**config.mk**
```make
export PLATFORM = sky130hd
export DESIGN_NAME = uart_frame_tx
export DESIGN_NICKNAME = d
export VERILOG_FILES = /design/src/rtl/uart_frame_tx.sv
export SDC_FILE = /design/constraint.sdc
export NUM_CORES = 1
export LEC_CHECK = 0
export CAP_MARGIN = 15
export CORE_MARGIN = 8
export CORE_UTILIZATION = 38
export DETAILED_ROUTE_END_ITERATION = 6
export GPL_TIMING_DRIVEN = 0
export PLACE_DENSITY = 0.66
export SLEW_MARGIN = 20
export SYNTH_ARGS = -nofsm -noshare
export SYNTH_HDL_FRONTEND = slang
export SYNTH_SLANG_ARGS = --single-unit
```
**constraint.sdc**
```tcl
create_clock -name clk -period 2.71 [get_ports clk]
set_input_delay 0.4065 -clock clk [delete_from_list [all_inputs] [get_ports clk]]
set_output_delay 0.4065 -clock clk [all_outputs]
set_load 0.1 [all_outputs]
```
**src/rtl/uart_frame_tx.sv**
```systemverilog
// Transmit-side framer: buffers payload bytes in a FIFO and emits HDR, LEN_HI, LEN_LO, payload, TRL
// as a valid/ready byte stream towards the UART serializer.
module uart_frame_tx #(
    parameter int          DEPTH = 16,
    parameter logic [7:0]  HDR   = 8'hAA,
    parameter logic [7:0]  TRL   = 8'hBB
) (
    input  logic        clk,
    input  logic        rst_n,
    input  logic        wr_en,
    input  logic [7:0]  wr_data,
    input  logic        start,
    input  logic [15:0] len,
    output logic [7:0]  tx_data,
    output logic        tx_valid,
    input  logic        tx_ready,
    output logic        busy,
    output logic        done,
    output logic        full,
    output logic        empty,
    output logic        overflow
);
    localparam int             AW       = $clog2(DEPTH);
    localparam logic [AW:0]    FULL_CNT = (AW+1)'(DEPTH);

    typedef enum logic [2:0] {
        S_IDLE,
        S_HDR,
        S_LEN_HI,
        S_LEN_LO,
        S_DATA,
        S_TRL
    } state_t;

    state_t        r_state, w_stateNext;
    logic [7:0]    r_mem [DEPTH];
    logic [AW-1:0] r_wrPtr, r_rdPtr;
    logic [AW:0]   r_count;
    logic          r_overflow;
    logic [7:0]    r_txData, w_txDataNext;
    logic          r_txValid, w_txValidNext;
    logic [15:0]   r_cnt, w_cntNext;
    logic [15:0]   r_len, w_lenNext;
    logic          r_done, w_doneNext;
    logic          w_push, w_pop, w_xfer, w_full, w_empty;

    assign w_full  = (r_count == FULL_CNT);
    assign w_empty = (r_count == '0);
    assign w_push  = wr_en && !w_full;
    assign w_xfer  = r_txValid && tx_ready;

    always_ff @(posedge clk or negedge rst_n) begin
        if (!rst_n) begin
            r_wrPtr    <= '0;
            r_rdPtr    <= '0;
            r_count    <= '0;
            r_overflow <= 1'b0;
        end else begin
            if (w_push)
                r_wrPtr <= r_wrPtr + AW'(1);
            if (w_pop)
                r_rdPtr <= r_rdPtr + AW'(1);
            case ({w_push, w_pop})
                2'b10:   r_count <= r_count + (AW+1)'(1);
                2'b01:   r_count <= r_count - (AW+1)'(1);
                default: r_count <= r_count;
            endcase
            if (wr_en && w_full)
                r_overflow <= 1'b1;
        end
    end

    // Storage is not reset; pointer reset is what discards stale contents.
    always_ff @(posedge clk) begin
        if (w_push)
            r_mem[r_wrPtr] <= wr_data;
    end

    always_ff @(posedge clk or negedge rst_n) begin
        if (!rst_n) begin
            r_state   <= S_IDLE;
            r_txData  <= 8'h00;
            r_txValid <= 1'b0;
            r_cnt     <= 16'd0;
            r_len     <= 16'd0;
            r_done    <= 1'b0;
        end else begin
            r_state   <= w_stateNext;
            r_txData  <= w_txDataNext;
            r_txValid <= w_txValidNext;
            r_cnt     <= w_cntNext;
            r_len     <= w_lenNext;
            r_done    <= w_doneNext;
        end
    end

    // Payload loads happen in the same cycle the previous byte transfers, keeping 1 byte/cycle.
    always_comb begin
        w_stateNext   = r_state;
        w_txDataNext  = r_txData;
        w_txValidNext = r_txValid;
        w_cntNext     = r_cnt;
        w_lenNext     = r_len;
        w_doneNext    = 1'b0;
        w_pop         = 1'b0;
        case (r_state)
            S_IDLE: begin
                if (start) begin
                    w_stateNext   = S_HDR;
                    w_lenNext     = len;
                    w_cntNext     = len;
                    w_txDataNext  = HDR;
                    w_txValidNext = 1'b1;
                end
            end
            S_HDR: begin
                if (w_xfer) begin
                    w_txDataNext = r_len[15:8];
                    w_stateNext  = S_LEN_HI;
                end
            end
            S_LEN_HI: begin
                if (w_xfer) begin
                    w_txDataNext = r_len[7:0];
                    w_stateNext  = S_LEN_LO;
                end
            end
            S_LEN_LO: begin
                if (w_xfer) begin
                    if (r_cnt != 16'd0) begin
                        w_stateNext = S_DATA;
                        if (!w_empty) begin
                            w_pop         = 1'b1;
                            w_txDataNext  = r_mem[r_rdPtr];
                            w_txValidNext = 1'b1;
                            w_cntNext     = r_cnt - 16'd1;
                        end else begin
                            w_txValidNext = 1'b0;
                        end
                    end else begin
                        w_txDataNext = TRL;
                        w_stateNext  = S_TRL;
                    end
                end
            end
            S_DATA: begin
                if (!r_txValid || w_xfer) begin
                    if (r_cnt == 16'd0) begin
                        w_txDataNext  = TRL;
                        w_txValidNext = 1'b1;
                        w_stateNext   = S_TRL;
                    end else if (!w_empty) begin
                        w_pop         = 1'b1;
                        w_txDataNext  = r_mem[r_rdPtr];
                        w_txValidNext = 1'b1;
                        w_cntNext     = r_cnt - 16'd1;
                    end else begin
                        w_txValidNext = 1'b0;
                    end
                end
            end
            S_TRL: begin
                if (w_xfer) begin
                    w_txValidNext = 1'b0;
                    w_doneNext    = 1'b1;
                    w_stateNext   = S_IDLE;
                end
            end
            default: w_stateNext = S_IDLE;
        endcase
    end

    assign tx_data  = r_txData;
    assign tx_valid = r_txValid;
    assign busy     = (r_state != S_IDLE);
    assign done     = r_done;
    assign full     = w_full;
    assign empty    = w_empty;
    assign overflow = r_overflow;

endmodule
```
==> flow_summary.yaml, run 1 <==
run_status:
  status: "complete, no violations"
setup_path:
  cp_max_fo: 4
  cp_top_family: "buffers and inverters"
  crit_path_top_delay_cell: "clkdlybuf4s15_1"
  cp_num_buf_inv: 2
  end_kind: "primary output"
  slowest_delay_ns: 0.83
  arrival_ns: 2.23
  worstSetupPathType: "flop to primary output"
  startpoint_type: "flop"
  worstPathCellList: "nor4_4 > nand2_1 > inv_1 > clkdlybuf4s15_1"
  required_ns: 2.30
power:
  ir_drop_mv: 0.4706
  powerDensity_nw_per_um2: 1137
  p_total_uw: 11600
  p_leak_uw: 0.003745
logic_synthesis:
  synth_top_area_cell: "edfxtp_1"
  yosys.area.top_type_share_pct: 45.04
  synth.net_count: 680
  ys_seq_area_share_pct: 62.34
  async_flop_share_pct: 31.55
  synth_ff_type: "edfxtp_1"
  synthCells: 639
  synth.area.top_cells: "edfxtp_1 45%, dfrtp_1 17%, mux4_2 5.3%, nand2_1 3.3%, mux4_1 2.5%"
  synth-edff-count: 128
  syn_area_per_cell_um2: 13.36
  yosys_warnings: 0
  synth.most_common_cell: "edfxtp_1"
  synth.distinct_cells: 68
  synth_commonest_cells: "128 x edfxtp_1, 76 x nand2_1, 59 x dfrtp_1"
  syn_area_um2: 8534
  yosys_register_bits: 187
route:
  vias: 5596
  ant_nets: 0
  drc: 0
  first_pass_iters: 5
  wl_per_cell_um: 19.98
  avgViaCountPerCell: 5.513
  drt-total-wl_um: 20280
  drtIter0Drc: 526
timing:
  setup_tns_ns: 0
  holdWs_ns: 0.4018
  worst_slack_ns: 0.07249
  final_max_slew_viol_count: 0
  period_needed_ns: 2.638
  clock.fmax_mhz: 379.1
  hold_viol_final: 0
  finClkSkew_ns: 0.02076
  fin_crit_sh_pct: 97.33
  setup_viol: 0
  max_slew_margin_pct: 28.22
  rsz0062_at_grt: "yes"
  worst_slew_pin_slew_ns: 1.073
job:
  drv_cap: 0
floorplan:
  die_y_um: 165.9
  start_util_pct: 38.16
  dieArea_um2: 27510
  rows: 55
  die_x_um: 165.9
  io_pins: 43
  core-area_um2: 22370
global_route:
  grt_overflow: 0
  grt_start_max_net_pins: 39
  grt_pass1_vias: 5579
  gr-usage-all-layers_pct: 14.90
  antenna_found_initial: 0
  grt_pass1_wl_um: 31860
final_layout:
  final_layout_size_suffix_gt1_share_pct: 17.40
  areaGrowthSynthToFinish_pct: 19.59
  num_antenna_cells: 0
  final_nets: 758
clock_tree:
  root_buffer: "clkbuf_16"
  cts_buffers: 17
  htree_levels: 4
  cts.path.max_buffers: 2
  clkSlewWorstSetupHoldPaths_ns: 0.08
  cts_tree: "done"
  clock_latency_ns: 0.44
  cts_sinks: 187
place:
  pre_cts_slack_ns: -0.5003
  gp_congestion: 0.8846
  portBuffers: 42
  dp_hpwl_um: 14060
min_path:
  hp-class: "input port to async pin"
## metrics by stage
step | std cells | util, % | instance area, um2
finish | 1015 | 45.63 | 10210
global route | 1015 | 45.63 | 10210
CTS | 1008 | 45.24 | 10120
detailed placement | 969 | 41.94 | 9380
global placement | 966 | 41.71 | 9328
floorplan | 639 | - | 8551
## final timing paths
| check | start | end | slack (ns) | cells after the start |
|---|---|---|---|---|
| worst max-delay path | r_count[1] | full | 0.07 | 4 |
| worst min register to register | overflow | overflow | 0.47 | 1 |
| worst max register to register | r_count[1] | r_count[4] | 0.11 | 12 |
| min in group clk | overflow | overflow | 0.47 | 1 |
| worst min-delay path | rst_n | r_cnt[4] | 0.40 | 2 |
| max in group asynchronous | rst_n | r_count[1] | 1.77 | 3 |
## layout make-up
class / count / area, um2
multi-input combinational: 390 / 3019
clock inverter: 15 / 206.4
buffer: 36 / 214.0
fill: 1967 / 12160
clock buffer: 17 / 425.4
sequential: 187 / 5326
inverter: 25 / 93.84
tap: 285 / 356.6
timing repair buffer: 60 / 564.3
## cell usage in the layout, fill, tap and decap left out, types with 4 or more instances in the layout
cell type and instances:
a211oi_1 9, a21o_1 11, a21oi_1 22, a22oi_1 4
a311oi_1 6, a31oi_1 4, and3_1 4, buf_2 9
buf_4 19, buf_6 7, clkbuf_1 14, clkbuf_16 17
clkdlybuf4s50_1 38, clkinv_8 6, dfrtp_1 56, edfxtp_1 128
ha_1 9, inv_1 24, mux2_2 4, mux2i_1 9
mux4_1 8, mux4_2 20, nand2_1 76, nand2b_1 8
nand3_1 10, nand3b_1 8, nand4_1 4, nor2_1 34
nor2b_1 7, nor3_1 10, nor3_2 6, nor4_1 13
o21ai_0 25, o22ai_1 8, o31ai_1 7, xnor2_1 6
xor2_1 5
## report_power, final
part	switching [uW]	internal, uW	total, uW
sequential	411	3690	4100
combinational	3050	1890	4940
clock	1290	1280	2560
## what timing repair did
| action | in CTS | in global routing |
|---|---|---|
| pin swaps | 3 | 5 |
| hold buffers | 1 | 0 |
| endpoints found under the hold margin | 21 | 0 |
| gates resized for setup | 16 | 13 |
| setup endpoints to repair | 5 | 2 |
| buffers inserted | 7 | 7 |
## cell families after synthesis
kind of cell             share of synthesized area [%]
multiplexers                                     9.632
adder cells (fa/ha/maj)                          1.847
AND/OR/NAND/NOR                                  12.17
flip-flops                                       62.34
AO/OA/AOI/OAI                                    9.427
XOR/XNOR                                         1.129
buffers and inverters                            3.460
## state kept, by name (all words and copies together) (netlist names), 3 cells and up
| register | flops |
|---|---|
| r_state | 3 |
| r_mem | 128 |
| r_rdPtr | 4 |
| tx_data | 8 |
| r_len | 16 |
| r_count | 5 |
| r_cnt | 16 |
| r_wrPtr | 4 |
## per-layer routing
metal / vias up / track usage (%) / share of wire, %
met5: - / 0 / 0
met4: 0 / 5.613 / 2.1
met3: 32 / 2.924 / 4.6
met2: 187 / 23.99 / 49
met1: 2802 / 19.64 / 44
li1: 2575 / - / -
Note: power is estimated with default switching activity, not from simulation.
==> run 2: changes to the inputs <==
--- a/config.mk
+++ b/config.mk
@@ -9,7 +9,7 @@
 export CORE_MARGIN = 8
 export CORE_UTILIZATION = 38
 export DETAILED_ROUTE_END_ITERATION = 6
-export GPL_TIMING_DRIVEN = 0
+export GPL_TIMING_DRIVEN = 1
 export PLACE_DENSITY = 0.66
 export SLEW_MARGIN = 20
 export SYNTH_ARGS = -nofsm -noshare
==> flow_summary.yaml, run 2 (same netlist as run 1, synthesis figures left out) <==
run_status:
  status: "complete, no violations"
clock_tree:
  clock_latency_ns: 0.44
  root_buffer: "clkbuf_16"
  cts_buffers: 17
  htree_levels: 4
  cts_sinks: 187
  clkSlewWorstSetupHoldPaths_ns: 0.07
  cts_tree: "done"
  cts.path.max_buffers: 2
final_layout:
  layout_common_cells: "128 x edfxtp_1, 76 x nand2_1, 73 x buf_4, 58 x dfrtp_1, 34 x nor2_1"
  final_cell_area_um2: 10240
  final_nets: 767
  regMostFlops: "r_mem"
  postLayoutCoreUtil_pct: 45.78
  final_layout_size_suffix_gt1_share_pct: 21.24
  fin_cells: 1024
  top_regs: "r_mem x128, r_cnt x16, r_len x16"
  layout_commonest_cell: "edfxtp_1"
  num_antenna_cells: 0
  largest_reg_flops: 128
  areaGrowthSynthToFinish_pct: 19.97
floorplan:
  dieArea_um2: 27510
  die_y_um: 165.9
  start_util_pct: 38.16
  rows: 55
  die_x_um: 165.9
  io_pins: 43
  core-area_um2: 22370
global_route:
  antenna_found_initial: 0
  grt_overflow: 0
  grt_start_max_net_pins: 36
  grt_pass1_wl_um: 30660
  gr-usage-all-layers_pct: 14.21
  grt_pass1_vias: 5405
setup_path:
  r2r_start: "r_cnt[1]"
  arrival_ns: 2.99
  cp_max_fo: 3
  end_kind: "flop"
  worst_r2r_endpoint: "r_count[4]"
  cp_num_buf_inv: 2
  required_ns: 3.07
  cp_top_family: "simple AND/OR/NAND/NOR gates"
  critPathMostFrequentCell: "ha_4"
  slowest_delay_ns: 0.40
  crit_path_top_delay_cell: "dfrtp_1"
  reg2reg_depth: 13
  worstPathCellList: "inv_2 > ha_2 > nor4b_4 > nand4_2 > and3_4 > ha_4 > buf_4 > ha_4 > nor2b_4 > o21ai_1 > and3_1 > nor3_2 > xor2_1"
  reg2reg_slack_ns: 0.08
  worstSetupPathType: "flop to flop"
  startpoint_type: "flop"
place:
  placedCellCount: 990
  gp_congestion: 0.8719
  portBuffers: 42
  pre_cts_slack_ns: -0.1402
  dp_hpwl_um: 13340
  dpl_cell_area_um2: 9572
route:
  drc: 0
  vias: 5507
  wl_per_cell_um: 18.86
  drt-total-wl_um: 19320
  ant_nets: 0
  avgViaCountPerCell: 5.378
  first_pass_iters: 4
  drtIter0Drc: 339
timing:
  final_max_slew_viol_count: 0
  worst_slew_pin_slew_ns: 0.6157
  setup_viol: 0
  max_slew_margin_pct: 58.84
  period_needed_ns: 2.628
  holdWs_ns: 0.4604
  worst_slack_ns: 0.08188
  clock.fmax_mhz: 380.5
  fin_crit_sh_pct: 96.98
  finClkSkew_ns: 0.01103
  hold_viol_final: 0
job:
  drv_cap: 0
min_path:
  hp-start: "r_state[2]"
  holdPathEnd: "r_state[1]"
  hold_path_depth: 1
  hp-class: "flop to flop"
power:
  powerDensity_nw_per_um2: 1125
  ir_drop_mv: 0.4534
  p_leak_uw: 0.003844
==> run 2: cell types whose count changed in the layout (fill, tap and decap cells not counted), sizes merged <==
cell           change
clkinvlp           +1
clkinv             -1
clkdlybuf4s15      -1
clkbuf            -16
dlygate4sd2        -1
clkdlybuf4s50     -11
buf               +38
==> run 2: how the worst max path moves through the flow <==
stage | start | endpoint | slack, ns | cells past startpoint
3_3_place_gp | tx_ready | r_count[4] | -0.08 | 12
5_1_grt | r_cnt[1] | r_count[4] | -0.06 | 13
6_report | r_cnt[1] | r_count[4] | 0.08 | 13
4_1_cts | r_cnt[1] | r_count[4] | 0.05 | 13
3_5_place_dp | tx_ready | r_count[4] | -0.14 | 12
2_1_floorplan | tx_valid | r_count[4] | 0.0004 | 13
==> run 2: area by class of cell <==
type | count | area [um2]
Clock buffer | 17 | 425.4
Clock inverter | 15 | 170.2
Fill cell | 1959 | 12130
Inverter | 25 | 93.84
Multi-Input combinational cell | 390 | 2975
Sequential cell | 187 | 5324
Tap cell | 285 | 356.6
Timing Repair Buffer | 105 | 893.4
==> run 2: where the power goes <==
| group | switching (uW) | total [uW] | leakage (uW) | internal, uW |
|---|---|---|---|---|
| logic | 2920 | 4910 | 0.00168 | 1990 |
| clock network | 1220 | 2460 | 0.000286 | 1240 |
| registers | 458 | 4140 | 0.00188 | 3690 |
| total | 4600 | 11500 | 0.00384 | 6920 |
==> run 2: per-layer routing <==
layer	vias up	global-route usage [%]	part of all wire, %	wire [um]
li1	2590	-	-	-
met4	0	5.415	1.9	373
met1	2740	19.01	46	8958
met2	149	22.59	48	9230
met5	-	0	0	0
met3	28	2.734	3.9	754
==> run 2: repair_timing <==
| action | CTS | global route |
|---|---|---|
| endpoints found under the setup margin | 1 | 2 |
| buffers inserted | 0 | 1 |
| pin swaps | 1 | 6 |
| hold buffers | 1 | 0 |
| resized for setup | 4 | 8 |
| hold endpoints to repair | 21 | 0 |
==> run 2: stage by stage <==
step                      power [uW]  setup TNS, ns
after floorplan                 7580              0
after global placement          8964       -0.07947
after detailed placement        9040        -0.1402
after CTS                      11530              0
after global routing           12200       -0.06075
final                          11510              0
==> variant (flow settings as in run 2) <==
Set the parameter `DEPTH` to 8 (it was 16).
--- a/src/rtl/uart_frame_tx.sv
+++ b/src/rtl/uart_frame_tx.sv
@@ -2,5 +2,5 @@
 // as a valid/ready byte stream towards the UART serializer.
 module uart_frame_tx #(
-    parameter int          DEPTH = 16,
+    parameter int          DEPTH = 8,
     parameter logic [7:0]  HDR   = 8'hAA,
     parameter logic [7:0]  TRL   = 8'hBB
Behaviour: not the same (Yosys sat finds a counterexample within 10 cycles, from zero or initial values and one cycle with rst_n low).
==> variant against run 2 <==
  * Area after synthesis is 33% lower
  * Setup slack improved by 0.097 ns
  * Power down 21%
  * Maximum frequency up 3.8%
  * Wire length decreased by 26%
  * Sequential cell count decreased by 67
  * Final area shrank 30%
  * Die area down 30%
  * Critical path type unchanged
  * Critical endpoint is now r_count[3]
  * Largest cell class unchanged
  * Highest routed layer unchanged
==> variant: results (changes against run 2) <==
- The run finished with clean final reports.
- The layout net count is 574 (-25%).
- The number of DRC violations after detailed-routing iteration 0 is 408 (+20%).
- The cell leakage power is 2.81 nW (-27%).
- The switching part of the total power was 0.389 (-0.0105).
- The clock network latency to the later pin of the worst-skew pair is 0.42 ns (-0.02 ns).
- The number of diodes added for antenna fixing is 0 (unchanged).
- The share of flip-flops with an asynchronous set or reset is 0.467 (+0.151).
- The post-cts gate resize count is 0 (-4).
- The data arrival time of the critical path is 2.86 ns (-0.13 ns).
- The post-synthesis cell type count came to 72 (+5.9%).
- The largest registers in the layout are r_mem: 64 flops, r_cnt: 16 flops, r_len: 16 flops.
- The half-perimeter wire length of the detailed placement result is 9910 um (-26%).
- The number of detailed-routing iterations run before antenna repair came to 4 (unchanged).
- The number of buffers created by CTS is 17 (unchanged).
- The number of enable flip-flop cells after synthesis is 64 (-50%).
- The peak ir drop on the vdd network was 0.651 mV (+43%).
- The largest net degree at the start of global routing is 28 (-22%).
- The number of fill cells is 1248 (-36%).
- The wire length per cell is 19.4 um (+2.6%).
- The via count of the first global-routing pass came to 4274 (-21%).
- The sequential area share after synthesis came to 0.584 (-0.0394).
- After synthesis, the most frequently instantiated cells are 70 x sky130_fd_sc_hd__nand2_1, 64 x sky130_fd_sc_hd__edfxtp_1, 56 x sky130_fd_sc_hd__dfrtp_1.
- The largest fanout on the critical path is 4 (+1).
- The min-delay analysis places its worst path in the category in2async.
- The total routing usage reported by global routing is 0.152 (+0.0102).
- The total cell area at the placement stage is 6550 sq um (-32%).
- The mean cell area of the mapped netlist is 12.3 sq um (-8.0%).
- The post-synth net total was 499 (-27%).
- The fraction of final layout cells with drive strength greater than 1 is 0.225 (+0.0126).
- The slew at the pin closest to its max-slew limit is 0.892 ns (+0.276 ns).
- The overall routed net length is 14200 um (-26%).
- The cell count after placement is 703 (-29%).
- The final weighted congestion in routability-driven placement is 0.903 (+3.6%).
- The via count of the routed design is 4200 (-24%).
- The post-route clock skew came to 0.00656 ns (-0.00446 ns).
- The wire length of the first global-routing pass came to 23100 um (-25%).
- The clock root buffer is sky130_fd_sc_hd__clkbuf_16.
- The clock transition at the registers of the reported paths is 0.05 ns (-0.02 ns).
- Sorting the synthesized cells by area gives the leading types as sky130_fd_sc_hd__edfxtp_1 34%, sky130_fd_sc_hd__dfrtp_1 25%, sky130_fd_sc_hd__mux4_2 6.3%, sky130_fd_sc_hd__nand2_1 4.6%, sky130_fd_sc_hd__nor2_1 1.6%.
-- variant: cell count changes in the layout (fill, tap and decap cells not counted), sizes merged, moves of 7 or more --
cell           run 2  this run
a21oi             24        17
o21ai             27        11
buf               77        53
nor2              35        25
clkbuf            17        24
nand2             78        70
inv               31        16
edfxtp           128        64
mux4              28        16
nor4              16         6
-- variant: final cells by class --
type                    count  area [sq um]  share of cell area
clock buffers              24           482              0.0671
inverters                  17          65.1             0.00906
multi-input cells         302          2260               0.314
repair buffers             80           678              0.0945
clock inverters             8           145              0.0202
flip-flops and latches    120          3320               0.463
well taps                 184           230              0.0321
-- variant: power by group through the flow --
stage / clock network [mW] / registers, mW / logic [mW]
final: 2.38 / 3.00 / 3.74
after global routing: 2.49 / 3.07 / 4.06
after CTS: 2.41 / 2.99 / 3.74
after detailed placement: 0 / 3.01 / 3.72
after global placement: 0 / 2.98 / 3.63
after floorplan: 0 / 3.24 / 2.38
-- variant: kinds of logic after synthesis --
group | count (synthesis) | share of synthesized area
xor gates and xnor gates | 9 | 0.0139
AOI/OAI and AO/OA | 97 | 0.127
DFF | 120 | 0.584
and+or+nand+nor | 161 | 0.142
buffers and inverters | 41 | 0.0301
muxes | 28 | 0.0862
adders and majority gates | 7 | 0.0167
-- variant: path summary, 6_finish.rpt --
kind / end / cells after the start / from / slack [ns]
worst max register to register: r_count[3] / 14 / r_cnt[1] / 0.18
worst max-delay path: r_count[3] / 14 / r_cnt[1] / 0.18
min in group clk: overflow / 1 / overflow / 0.46
max in group asynchronous: r_cnt[11] / 2 / rst_n / 2.01
worst min register to register: overflow / 1 / overflow / 0.46
worst min-delay path: r_len[6] / 1 / rst_n / 0.02
-- variant: metrics by stage --
stage	total power [mW]	setup slack [ns]	TNS, ns
2_1_floorplan	5.62	-0.282	-0.531
3_3_place_gp	6.61	0.0304	0
3_5_place_dp	6.74	-0.0311	-0.0311
4_1_cts	9.14	0.146	0
5_1_grt	9.62	0.0105	0
6_report	9.12	0.179	0
-- variant: per-layer routing --
metal	routed length [um]	up-vias	global-route usage
li1	-	1922	-
met1	6360	2111	0.198
met2	6890	146	0.240
met3	740	21	0.0370
met4	235	0	0.0589
met5	0	-	0
